**config.mk**
```make
export PLATFORM = sky130hd
export DESIGN_NAME = stack_engine
export DESIGN_NICKNAME = d
export VERILOG_FILES = /design/src/rtl/stack_engine.sv
export SDC_FILE = /design/constraint.sdc
export NUM_CORES = 1
export LEC_CHECK = 0
export ABC_AREA = 0
export CAP_MARGIN = 20
export CORE_MARGIN = 2
export CORE_UTILIZATION = 40
export DETAILED_ROUTE_END_ITERATION = 10
export SYNTH_ARGS = -nofsm -noshare
export SYNTH_HDL_FRONTEND = slang
export SYNTH_SLANG_ARGS = --single-unit
```
**constraint.sdc**
```tcl
create_clock -name CLK -period 4.55 [get_ports CLK]
set_input_delay 0.455 -clock CLK [delete_from_list [all_inputs] [get_ports CLK]]
set_output_delay 0.455 -clock CLK [all_outputs]
set_load 0.05 [all_outputs]
```
**src/rtl/stack_engine.sv**
```systemverilog
// rtl/stack_engine.sv - circular-array LIFO with PUSH/POP/PEEK commands and registered read data
// Optional STACK_ENGINE_CIRCULAR_EN: PUSH on a full stack overwrites the oldest entry instead of erroring.
module stack_engine #(
    parameter int WIDTH = 4,
    parameter int DEPTH = 5,
    localparam int IDXW = $clog2(DEPTH),
    localparam int CNTW = $clog2(DEPTH + 1)
) (
    input  logic             CLK,
    input  logic             RESET,
    input  logic [1:0]       CMD,
    input  logic [IDXW-1:0]  INDEX,
    input  logic [WIDTH-1:0] DIN,
    output logic [WIDTH-1:0] DOUT,
    output logic             DOUT_VALID,
    output logic [CNTW-1:0]  COUNT,
    output logic             FULL,
    output logic             EMPTY,
    output logic             ERR
);
    localparam logic [1:0] CMD_PUSH = 2'b01;
    localparam logic [1:0] CMD_POP  = 2'b10;
    localparam logic [1:0] CMD_PEEK = 2'b11;

    localparam int AW = IDXW + 1;
    localparam logic [AW-1:0]   DEPTH_A = AW'(DEPTH);
    localparam logic [CNTW-1:0] DEPTH_C = CNTW'(DEPTH);
    localparam logic [IDXW-1:0] LAST    = IDXW'(DEPTH - 1);

    logic [WIDTH-1:0] mem [DEPTH];
    logic [IDXW-1:0]  top;
    logic [IDXW-1:0]  top_inc;
    logic [IDXW-1:0]  top_dec;
    logic [AW-1:0]    peek_sum;
    logic [AW-1:0]    peek_wide;
    logic [IDXW-1:0]  peek_addr;
    logic             peek_ok;

    assign FULL  = (COUNT == DEPTH_C);
    assign EMPTY = (COUNT == '0);

    // Explicit wrap instead of modulo so DEPTH need not be a power of two.
    assign top_inc = (top == LAST) ? '0 : top + 1'b1;
    assign top_dec = (top == '0) ? LAST : top - 1'b1;

    assign peek_ok   = (CNTW'(INDEX) < COUNT);
    assign peek_sum  = {1'b0, top} + DEPTH_A - {1'b0, INDEX};
    assign peek_wide = (peek_sum >= DEPTH_A) ? peek_sum - DEPTH_A : peek_sum;
    assign peek_addr = peek_wide[IDXW-1:0];

    always_ff @(posedge CLK) begin
        if (RESET) begin
            top        <= '0;
            COUNT      <= '0;
            DOUT       <= '0;
            DOUT_VALID <= 1'b0;
            ERR        <= 1'b0;
            for (int i = 0; i < DEPTH; i++) begin
                mem[i] <= '0;
            end
        end else begin
            DOUT_VALID <= 1'b0;
            ERR        <= 1'b0;
            case (CMD)
                CMD_PUSH: begin
                    if (!FULL) begin
                        top          <= top_inc;
                        mem[top_inc] <= DIN;
                        COUNT        <= COUNT + 1'b1;
                    end else begin
`ifdef STACK_ENGINE_CIRCULAR_EN
                        top          <= top_inc;
                        mem[top_inc] <= DIN;
`else
                        ERR          <= 1'b1;
`endif
                    end
                end
                CMD_POP: begin
                    if (EMPTY) begin
                        ERR <= 1'b1;
                    end else begin
                        DOUT       <= mem[top];
                        DOUT_VALID <= 1'b1;
                        top        <= top_dec;
                        COUNT      <= COUNT - 1'b1;
                    end
                end
                CMD_PEEK: begin
                    if (peek_ok) begin
                        DOUT       <= mem[peek_addr];
                        DOUT_VALID <= 1'b1;
                    end else begin
                        ERR <= 1'b1;
                    end
                end
                default: ;
            endcase
        end
    end
endmodule

```
==> metrics.yaml <==
outcome:
  outcome: "completed"
critical_path:
  critical_path_buf_inv_count: 4
  worstPathMaxFanout: 26
  crit_type: "in -> reg"
  cp-end-kind: "register"
  critical_path.top_delay_family: "adder cells"
  cp_cell_sequence: "clkdlybuf4s50_1 > ha_1 > inv_1 > ha_1 > inv_1 > ha_1 > buf_4 > nor2b_1 > a211oi_1 > a211oi_1 > a211oi_1 > o31ai_1"
  arrival_ns: 3.26
  cp_slowest_cell: "ha_1"
  crit_path_max_incr_delay_ns: 0.74
  cp-start-kind: "input port"
  required_ns: 4.75
global_route:
  antenna_found_initial: 0
  grt_pass1_vias: 1924
  grt_overflow: 0
  grt_max_degree: 33
  grt_usage: 0.158
  grt_pass1_wl_um: 10200
yosys:
  synth-edff-count: 32
  async_reset_ff_frac: 0
  synth_warnings: 0
  synthesis.area_mm2: 0.00300
  yosysSeqAreaShare: 0.420
  ys.flop_type: "edfxtp_1"
  synth_seq_cells: 47
  syn-mean-instance-area_um2: 10.7
  syn_inst: 281
  yosysUniqueCellTypes: 45
  synth_nets: 306
place:
  dp_hpwl_um: 4830
  portBuffers: 21
  gp_congestion: 0.773
  post-place-ws_ns: 1.15
  placedCellCount: 388
power_and_ir_drop:
  clkPwrFrac: 0.295
  p_per_area_mw_per_mm2: 378
  switchingPower_mw: 0.423
  p_comb_frac: 0.312
  max-vdd-ir-drop_mv: 0.189
  p_leak_nw: 1.22
  p_sw_frac: 0.328
  power_frac_seq: 0.393
  internal_power_mw: 0.866
sta:
  maxSlewViolCount: 0
  tns_ns: 0
  hold_violations: 0
  setup_viol: 0
  clock_skew_ns: 0.00362
  period_needed_ns: 3.06
  finalWorstSetupSlack_ns: 1.49
  max_slew_margin: 0.375
  period_share: 0.672
  rsz0062_at_grt: "no"
  timing.fmax_mhz: 327
  worst_pin_slew_ns: 0.929
clocking:
  cts_sinks: 47
  cts_root_buf: "clkbuf_8"
  cts-resized-gates: 0
  tritoncts: "yes"
  h-tree-depth: 2
  post_cts_buffers: 0
  worstSkewPairLatency_ns: 0.31
  ctsLongestPathBuffers: 2
  cts.clk_slew.worst_paths_ns: 0.10
  cts_buffers: 5
  holdBufCountCts: 0
final_layout:
  fin_nets: 321
  drive_above_1_share: 0.108
  area_delta_synth_final_pct: 13.5
  final_cells: 396
  fillers: 684
  insertedDiodeCount: 0
floorplanning:
  chipHeight_um: 90.6
  die_area_mm2: 0.00821
  rows: 31
  core-area_mm2: 0.00725
  io_pins: 22
  start_util: 0.414
  die_w_um: 90.6
detailed_routing:
  num_vias: 2056
  drc_errors: 0
  wl_um: 6210
  vias_per_cell: 5.19
  wl_per_cell_um: 15.7
  first_pass_iters: 4
  drtIter0Drc: 94
  drtAntennaViolNets: 0
min_path:
  hold_path_class: "reg -> reg"
run:
  max_cap_viol_count: 0
-- flip-flops by register name, summed over array words and instances, names as in the netlist, named ones only --
name	count
COUNT	3
DOUT	4
DOUT_VALID	1
ERR	1
mem	32
top	3
-- worst min-delay path, stage by stage, from the launching register on --
cell and delay [ns]:
dfxtp_1 0.34, a21oi_1 0.06, o31ai_1 0.05
-- cell usage after synthesis, types with 2 or more instances --
master / instances / area share
nor3_2: 2 / 0.0067
buf_2: 5 / 0.0083
fa_1: 2 / 0.013
mux4_2: 8 / 0.060
o31ai_1: 5 / 0.013
nand2_1: 7 / 0.0088
dfxtp_1: 15 / 0.10
a21oi_1: 17 / 0.028
buf_4: 2 / 0.0050
a211oi_1: 33 / 0.083
or2_2: 2 / 0.0042
nor2_1: 24 / 0.030
clkbuf_1: 5 / 0.0063
o21ai_0: 3 / 0.0050
or3_1: 2 / 0.0042
mux2i_1: 21 / 0.070
inv_1: 13 / 0.016
nor3_1: 3 / 0.0050
ha_1: 12 / 0.050
and2b_1: 4 / 0.010
edfxtp_1: 32 / 0.32
xnor2_1: 3 / 0.0088
and2_1: 21 / 0.044
inv_2: 2 / 0.0025
or2_1: 4 / 0.0083
nor2b_1: 12 / 0.025
buf_6: 2 / 0.0075
nand2b_1: 3 / 0.0063
-- cells by family after synthesis --
logic type | synth area share
adders and majority gates | 0.0634
buffers and inverters | 0.0471
xor gates and xnor gates | 0.0171
and+or+nand+nor | 0.168
DFF | 0.420
AOI/OAI and AO/OA | 0.154
muxes | 0.130
-- per-layer routing --
layer  routed length (um)  part of all wire  track usage
met1                 3310              0.53        0.242
met2                 2660              0.43        0.229
met4                   80             0.013       0.0462
met5                    0                 0            0
met3                  162             0.026       0.0234
-- cell type report --
type	instances	area, um^2	area share
timing repair buffer	23	225	0.0661
tap	99	124	0.0364
clock buffer	5	68.8	0.0202
multi-input combinational	204	1600	0.470
inverter	15	56.3	0.0165
sequential	47	1260	0.370
clock inverter	3	71.3	0.0209
-- stage by stage --
step	hold WS, ns	util	power, mW	cell area, um^2
floorplan	0.516	-	0.840	3000
global placement	0.450	0.450	0.916	3270
detailed placement	0.456	0.450	0.920	3270
CTS	0.480	0.470	1.30	3410
global route	0.504	0.470	1.35	3410
finish	0.474	0.470	1.29	3410
-- path summary, 6_finish.rpt --
path | start | to | slack [ns] | depth (start not counted)
setup reg to reg | top[1]$_SDFFE_PP0P_ | DOUT[1]$_SDFFE_PP0P_ | 1.63 | 12
hold reg to reg | DOUT[1]$_SDFFE_PP0P_ | DOUT[1]$_SDFFE_PP0P_ | 0.47 | 2
hold / removal | DOUT[1]$_SDFFE_PP0P_ | DOUT[1]$_SDFFE_PP0P_ | 0.47 | 2
setup / recovery | INDEX[1] | DOUT[1]$_SDFFE_PP0P_ | 1.49 | 12
-- placed cells by master, fill, tap and decap left out, drive strengths merged, types with 6 or more instances in the layout --
| cell | instances |
|---|---|
| a21oi | 19 |
| nor2 | 25 |
| mux2i | 21 |
| mux4 | 8 |
| and2 | 21 |
| a211oi | 33 |
| dfxtp | 15 |
| edfxtp | 32 |
| nor2b | 12 |
| or2 | 6 |
| ha | 12 |
| nand2 | 7 |
| o31ai | 6 |
| clkdlybuf4s50 | 21 |
| inv | 16 |
-- power groups by stage --
stage | sequential (mW) | clock, mW | combinational [mW]
2_1_floorplan | 0.538 | 0 | 0.302
3_3_place_gp | 0.516 | 0 | 0.400
3_5_place_dp | 0.516 | 0 | 0.403
4_1_cts | 0.506 | 0.390 | 0.404
5_1_grt | 0.511 | 0.400 | 0.444
6_report | 0.506 | 0.380 | 0.402
(Power assumes the default switching activity.)
